==> config.mk <==
export PLATFORM = sky130hd
export DESIGN_NAME = updown_counter_mux
export DESIGN_NICKNAME = d
export VERILOG_FILES = /design/src/rtl/updown_counter_mux_pkg.sv /design/src/rtl/tick_prescaler.sv /design/src/rtl/updown_counter_mux.sv
export SDC_FILE = /design/constraint.sdc
export NUM_CORES = 1
export LEC_CHECK = 0
export ABC_AREA = 1
export CAP_MARGIN = 30
export CORE_MARGIN = 8
export CORE_UTILIZATION = 44
export CTS_CLUSTER_DIAMETER = 100
export DETAILED_ROUTE_END_ITERATION = 10
export PLACE_DENSITY = 0.84
export SYNTH_ARGS = -nofsm -noshare
export SYNTH_HDL_FRONTEND = slang
export SYNTH_SLANG_ARGS = --single-unit
==> constraint.sdc <==
create_clock -name clk -period 1.8 [get_ports clk]
set_input_delay 0.18 -clock clk [delete_from_list [all_inputs] [get_ports clk]]
set_output_delay 0.18 -clock clk [all_outputs]
set_load 0.01 [all_outputs]
==> src/rtl/updown_counter_mux_pkg.sv <==
// ---------------------------------------------------------------------------
// updown_counter_mux_pkg
// Shared constants for the up/down counter with channel demux:
//   DIR_UP / DIR_DOWN : encoding of the dir input
//   DEF_*             : default build parameters of updown_counter_mux
// ---------------------------------------------------------------------------
package updown_counter_mux_pkg;

    localparam logic DIR_UP   = 1'b0;
    localparam logic DIR_DOWN = 1'b1;

    localparam int DEF_WIDTH   = 8;
    localparam int DEF_MODULUS = 100;
    localparam int DEF_NUM_CH  = 4;
    localparam int DEF_SEL_W   = 2;
    localparam int DEF_DIV     = 1;

endpackage

==> src/rtl/tick_prescaler.sv <==
// ---------------------------------------------------------------------------
// tick_prescaler
// Divides enabled cycles by DIV and pulses tick on every DIV-th one.
// Ports:
//   clk  : clock, rising edge
//   rst  : synchronous active-high reset, clears the phase counter
//   en   : advance the phase counter this cycle
//   clr  : synchronous clear of the phase counter (wins over en)
//   tick : combinational, high on the enabled cycle that completes a period
// ---------------------------------------------------------------------------
module tick_prescaler
    import updown_counter_mux_pkg::*;
#(
    parameter int DIV = DEF_DIV
) (
    input  logic clk,
    input  logic rst,
    input  logic en,
    input  logic clr,
    output logic tick
);

    // A single-bit counter is kept for DIV=1; it simply never leaves 0.
    localparam int              CW   = (DIV > 1) ? $clog2(DIV) : 1;
    localparam logic [CW-1:0]   LAST = CW'(DIV - 1);

    logic [CW-1:0] r_cnt;
    logic          w_last;

    assign w_last = (r_cnt == LAST);
    assign tick   = en && !clr && w_last;

    always_ff @(posedge clk) begin
        if (rst || clr) begin
            r_cnt <= '0;
        end else if (en) begin
            r_cnt <= w_last ? '0 : r_cnt + 1'b1;
        end
    end

endmodule

==> src/rtl/updown_counter_mux.sv <==
// ---------------------------------------------------------------------------
// updown_counter_mux
// Modulo-MODULUS up/down counter with prescaler, load/clamp, hold, a wrap
// pulse and a registered demux that routes the count onto one channel.
// Ports:
//   clk      : clock, rising edge
//   rst      : synchronous active-high reset (count, prescaler, tc, ch_out)
//   en       : count enable
//   hold     : freeze count and prescaler
//   dir      : DIR_UP (0) counts up, DIR_DOWN (1) counts down
//   load     : load strobe, beats hold and stepping
//   load_val : value to load, clamped to MODULUS-1
//   sel      : output channel select
//   count    : registered count, always in 0..MODULUS-1
//   tc       : one-cycle pulse in the cycle after a wrap
//   ch_out   : NUM_CH channels of WIDTH bits; only channel sel carries the
//              count of the previous cycle, the rest are 0
// ---------------------------------------------------------------------------
module updown_counter_mux
    import updown_counter_mux_pkg::*;
#(
    parameter int WIDTH   = DEF_WIDTH,
    parameter int MODULUS = DEF_MODULUS,
    parameter int NUM_CH  = DEF_NUM_CH,
    parameter int SEL_W   = DEF_SEL_W,
    parameter int DIV     = DEF_DIV
) (
    input  logic                    clk,
    input  logic                    rst,
    input  logic                    en,
    input  logic                    hold,
    input  logic                    dir,
    input  logic                    load,
    input  logic [WIDTH-1:0]        load_val,
    input  logic [SEL_W-1:0]        sel,
    output logic [WIDTH-1:0]        count,
    output logic                    tc,
    output logic [NUM_CH*WIDTH-1:0] ch_out
);

    localparam logic [WIDTH-1:0] MAX_V = WIDTH'(MODULUS - 1);
    // One extra bit so MODULUS = 2**WIDTH is representable.
    localparam logic [WIDTH:0]   MOD_X = (WIDTH + 1)'(MODULUS);

    logic [WIDTH-1:0]        r_count;
    logic                    r_tc;
    logic [NUM_CH*WIDTH-1:0] r_ch;
    logic                    w_step;
    logic                    w_pre_en;
    logic [NUM_CH*WIDTH-1:0] w_demux;

    function automatic logic [WIDTH-1:0] clamp_load(input logic [WIDTH-1:0] v);
        if ({1'b0, v} >= MOD_X) begin
            return MAX_V;
        end
        return v;
    endfunction

    // Prescaler only advances on cycles that are neither held nor loading;
    // load also clears any partial period.
    assign w_pre_en = en && !hold;

    tick_prescaler #(
        .DIV (DIV)
    ) u_prescaler (
        .clk  (clk),
        .rst  (rst),
        .en   (w_pre_en),
        .clr  (load),
        .tick (w_step)
    );

    always_comb begin
        w_demux = '0;
        for (int k = 0; k < NUM_CH; k++) begin
            if (sel == SEL_W'(k)) begin
                w_demux[k*WIDTH +: WIDTH] = r_count;
            end
        end
    end

    always_ff @(posedge clk) begin
        if (rst) begin
            r_count <= '0;
            r_tc    <= 1'b0;
            r_ch    <= '0;
        end else begin
            r_tc <= 1'b0;
            r_ch <= w_demux;
            if (load) begin
                r_count <= clamp_load(load_val);
            end else if (!hold && w_step) begin
                if (dir == DIR_UP) begin
                    if (r_count == MAX_V) begin
                        r_count <= '0;
                        r_tc    <= 1'b1;
                    end else begin
                        r_count <= r_count + 1'b1;
                    end
                end else begin
                    if (r_count == '0) begin
                        r_count <= MAX_V;
                        r_tc    <= 1'b1;
                    end else begin
                        r_count <= r_count - 1'b1;
                    end
                end
            end
        end
    end

    assign count  = r_count;
    assign tc     = r_tc;
    assign ch_out = r_ch;

endmodule

* Yosys cells after proc, flatten, opt, wreduce, memory -nomap -nowiden *
Cells that the tools add are included.

word-level totals
  register bits after elaboration = 42
  bits of input ports = 16
  output and inout port bits = 41
  word-level logic and storage cells = 50

cells by class
  add/sub/neg operators = 3
  magnitude comparators = 1
  equal/unequal tests = 4
  mux-type cells = 14
  bitwise logic cells = 6
  reduce and logical (&&, ||, !) cells = 15

operator list
  kind                                                                    number
  8-bit two-way mux                                                       7
  8-bit by 1-bit adder with 8-bit output (second input constant)          1
  8-bit by 7-bit == test with 1-bit output (second input constant)        1
  8-bit by 7-bit >= comparator with 1-bit output (second input constant)  1
  8-bit zero test                                                         1
  2-bit OR reduction                                                      4
  8-bit by 1-bit subtractor with 8-bit output (second input constant)     1
  1-bit two-way mux                                                       7
  1-bit inverter                                                          6
  2-bit == test (second input constant)                                   2
  1-bit logical AND                                                       4
  3-bit OR reduction                                                      1
  2-bit by 1-bit == test with 1-bit output (second input constant)        1
  1-bit zero test                                                         2
  2-bit zero test                                                         1
  2-bit nonzero test                                                      1
  1-bit adder (second input constant)                                     1
  1-bit logical OR                                                        1

* Logic depth before layout (Yosys ltp) *
  word-level depth = 7
  mapped depth = 10
  mapped depth without buffers = 10

* By module *
Synthesis repeated with hierarchy kept, for this count alone.

unflattened totals
  cells, all modules = 223
  area total of the unflattened synthesis = 1,697.9 um2

by module, submodules not included
  module              instances  cells an instance  area each (um2)
  updown_counter_mux  1          221                1,687.9
  tick_prescaler      1          2                  10.0

* Worst setup path after synthesis *
Ideal clock, no wire load.

  kind = register to register
  start = register r_count[0], in the netlist count[0]
  end = register r_count[7], in the netlist count[7]
  setup time = 0.066 ns
  arrival time = 1.457 ns
  data required time = 1.734 ns
  path slack = 0.277 ns
  stages on the path, launching flop included = 10
  buffers on the path = 0
  period minus slack after synthesis = 1.523 ns
  cells stage by stage = dfxtp_1 clkinv_1 ha_1 nand2_1 nor2_2 nor2_1 nand3_1 nand2_1 nand2_1 a21oi_2

between the ends
  cells in the longest elaborated chain, start to end = 5

ends and longest elaborated chain
  item                                                            line                                                 source
  from (decl)                                                     updown_counter_mux.sv:45                             logic [WIDTH-1:0] r_count;
  from (signal assigned)                                          updown_counter_mux.sv:91                             r_count <= clamp_load(load_val);
  from (signal assigned)                                          updown_counter_mux.sv:98                             r_count <= r_count + 1'b1;
  from (signal assigned)                                          updown_counter_mux.sv:105                            r_count <= r_count - 1'b1;
  8-bit by 1-bit adder with 8-bit output (tied with other cells)  updown_counter_mux.sv:98
  8-bit two-way mux, on equally long branches                     updown_counter_mux.sv:94, updown_counter_mux.sv:101
  8-bit two-way mux (*)                                           updown_counter_mux.sv:93                             if (dir == DIR_UP) begin
  8-bit two-way mux (*)                                           updown_counter_mux.sv:92                             end else if (!hold && w_step) begin
  8-bit two-way mux (*)                                           updown_counter_mux.sv:90                             if (load) begin

Every way passes the cells marked *; elsewhere a longest branch is shown, timed or not. The select of a mux whose other input is x is not followed.
A chain may end at the register's enable or synchronous reset.

* Worst setup path in the final report *
  start = register r_count[2], in the netlist count[2]
  end = output count[2]

RTL lines
  item       line                      source
  to (decl)  updown_counter_mux.sv:36  output logic [WIDTH-1:0] count,

No word-level cell between the ends.

==> results.json <==
{
  "status": "finished clean",
  "syn_avg_cell_area_sq_um": 7.75,
  "crit_required_ps": 1620,
  "core_sq_mm": 0.00366,
  "place.port_buffers": 56,
  "ant_nets": 0,
  "crit_path_end_kind": "output pin",
  "critPathMaxStageDelay_ps": 560,
  "synth_edf_count": 0,
  "comb_power_share_pct": 16.2,
  "start_util_pct": 45.7,
  "power.internal_mw": 1.53,
  "r2r_start": "count[0]$_SDFFE_PP0P_",
  "utilization_pct": 66.4,
  "p_clk_share_pct": 36.8,
  "reg2reg_depth": 9,
  "cts_setup_buffers": 0,
  "place.gp.congestion": 0.957,
  "yosysMostFrequentCell": "nor2_1",
  "grt_pass1_vias": 1646,
  "min_path_cells": 3,
  "drive_gt1_share_pct": 9.89,
  "synth.largest_area_cell": "dfxtp_1",
  "antenna_found_initial": 0,
  "h-tree-depth": 2,
  "clkTransAtPathRegs_ps": 70,
  "startpoint_type": "flip-flop",
  "place_area_sq_mm": 0.00231,
  "setup.worst_path.start": "count[2]$_SDFFE_PP0P_",
  "cts_root_buf": "clkbuf_8",
  "cts_made_buffers": 5,
  "hold_class": "input pin to flip-flop",
  "maxCapViolations": 0,
  "hold_end": "count[1]$_SDFFE_PP0P_",
  "dr.pass1.iters": 4,
  "finalCritPeriodShare_pct": 94.1,
  "slowest_stage": "clkdlybuf4s50_1",
  "maxSlewViolCount": 0,
  "netlist-cell-type-count": 26,
  "drc": 0,
  "synth_top_area_share_pct": 49.0,
  "area_delta_synth_final_pct": 45.2,
  "ys_seq_area_share_pct": 49.0,
  "whs_ps": 560,
  "async_flop_share_pct": 0,
  "power_density_mw_per_mm2": 838,
  "reg2reg_slack_ps": 180,
  "multi_input_area_sq_um": 731,
  "dp_hpwl_um": 3710,
  "dieArea_sq_mm": 0.00603,
  "seqCellArea_sq_um": 821,
  "timing.final.ws_setup_ps": 106,
  "drt_iter0_drc": 158,
  "fillers": 320,
  "grt_max_degree": 14,
  "netlist_area_sq_mm": 0.00167,
  "ios": 57,
  "swShare_pct": 25.1,
  "via_per_inst": 5.02,
  "diodes": 0,
  "critPathKind": "flip-flop to output pin",
  "synth_area_leaders": "dfxtp_1 49%, nor2_1 10%, nand2_1 7.2%",
  "syn_nets": 235,
  "ys_top_cells_by_count": "45 x nor2_1, 41 x dfxtp_1, 32 x nand2_1",
  "cp.arrival_ps": 1510,
  "max-slew-margin-rel_pct": 75.8,
  "cts.sinks": 41,
  "tns_ps": 0,
  "ys_ff_latch": 41,
  "peakVddDrop_mv": 0.318,
  "synthFlopType": "dfxtp_1",
  "dpl_worst_slack_ps": 78.5,
  "cts.repair.resized": 0,
  "fin_area_sq_mm": 0.00243,
  "max_freq_ghz": 0.590,
  "skew_ps": 4.36,
  "hold_viol_final": 0,
  "clock_path_buffers": 2,
  "setup_viol": 0,
  "p_leak_nw": 1.01,
  "insertion_delay_ps": 290,
  "grt_pass1_wl_um": 8010,
  "grt.overflow.total": 0,
  "postRouteWirelength_um": 4750,
  "cts_hold_repair.buffers": 0,
  "worst_slew_pin_slew_ps": 363,
  "vias": 1663,
  "fin_nets": 301,
  "p_sw_mw": 0.512,
  "p_seq_share_pct": 47.0,
  "hp-start": "load_val[1]",
  "die_h_um": 77.7,
  "rsz0062_at_grt": "false",
  "crit_chain": "buf_4 -> clkdlybuf4s50_1",
  "cts_tree": "done",
  "wl_per_cell_um": 14.3,
  "path_max_fanout": 5,
  "netlist_instances": 216,
  "track_usage_pct": 16.5,
  "rr_endpoint": "count[7]$_SDFFE_PP0P_",
  "die_x_um": 77.7,
  "rows": 22,
  "fin_crit_ps": 1690,
  "yosys_warnings": 0
}
[power groups by stage]
stage	Clock [mW]	Combinational [mW]	Sequential [mW]
finish	0.750	0.330	0.958
global route	0.811	0.368	0.960
CTS	0.766	0.327	0.957
detailed placement	0	0.322	0.978
global placement	0	0.320	0.978
floorplan	0	0.178	0.982
[worst max-delay path: cells and delay by family, from the launching register on]
kind                   cells  cell delay [ps]
buffers and inverters      2              760
DFF                        1              470
[worst max path at each step]
stage,end,depth (start not counted)
floorplan,count[7]$_SDFFE_PP0P_,9
global placement,count[7]$_SDFFE_PP0P_,7
CTS,count[2],2
finish,count[2],2
detailed placement,count[7]$_SDFFE_PP0P_,7
global route,count[2],2
[sequential cells by signal, indices dropped and copies added (netlist names)]
name,flops
ch_out,32
count,8
tc,1
[cells by family after synthesis]
kind of cell    Yosys count  share of synthesized area [%]
buf+inv                  27                           7.47
flops                    41                           49.0
xor+xnor                  5                           2.62
simple gates            114                           30.0
compound gates           26                           8.60
fa+ha+maj                 3                           2.24
[metal layers]
metal | up-vias | share of wire, % | GRT usage [%] | wire length (um)
li1 | 825 | - | - | -
met1 | 726 | 40 | 18.8 | 1920
met2 | 97 | 46 | 26.1 | 2190
met3 | 15 | 10 | 6.34 | 476
met4 | 0 | 3.3 | 8.87 | 157
met5 | - | 0 | 0 | 0
[cell usage in the layout, fill, tap and decap left out]
master / n
ha_1: 3
a31oi_1: 1
buf_4: 7
nor2_1: 44
a21oi_2: 1
nor2_2: 3
o21ai_2: 1
o21ai_1: 1
clkinvlp_4: 1
nand2_1: 32
clkbuf_8: 6
o21ai_0: 11
nand4_1: 6
xor2_1: 4
clkdlybuf4s50_1: 56
nor2_4: 2
clkinv_1: 1
bufinv_16: 1
nand3_1: 22
inv_2: 3
o211ai_1: 1
a21oi_1: 8
o22ai_1: 2
inv_1: 19
nand2_2: 3
nand3b_1: 1
dfxtp_1: 41
nor3_1: 1
xnor2_1: 1
[cell type report]
type | instances | share of cell area (%)
Multi-Input combinational cell | 148 | 30.1
Tap cell | 48 | 2.47
Clock inverter | 2 | 1.54
Clock buffer | 6 | 3.40
Sequential cell | 41 | 33.8
Timing Repair Buffer | 63 | 25.2
Inverter | 23 | 3.55
[per-stage QoR]
stage / power (mW) / std cells
2_1_floorplan: 1.16 / 216
3_3_place_gp: 1.30 / 323
3_5_place_dp: 1.30 / 323
4_1_cts: 2.05 / 331
5_1_grt: 2.14 / 331
6_report: 2.04 / 331
No activity file was read; power rests on OpenSTA's default activity.
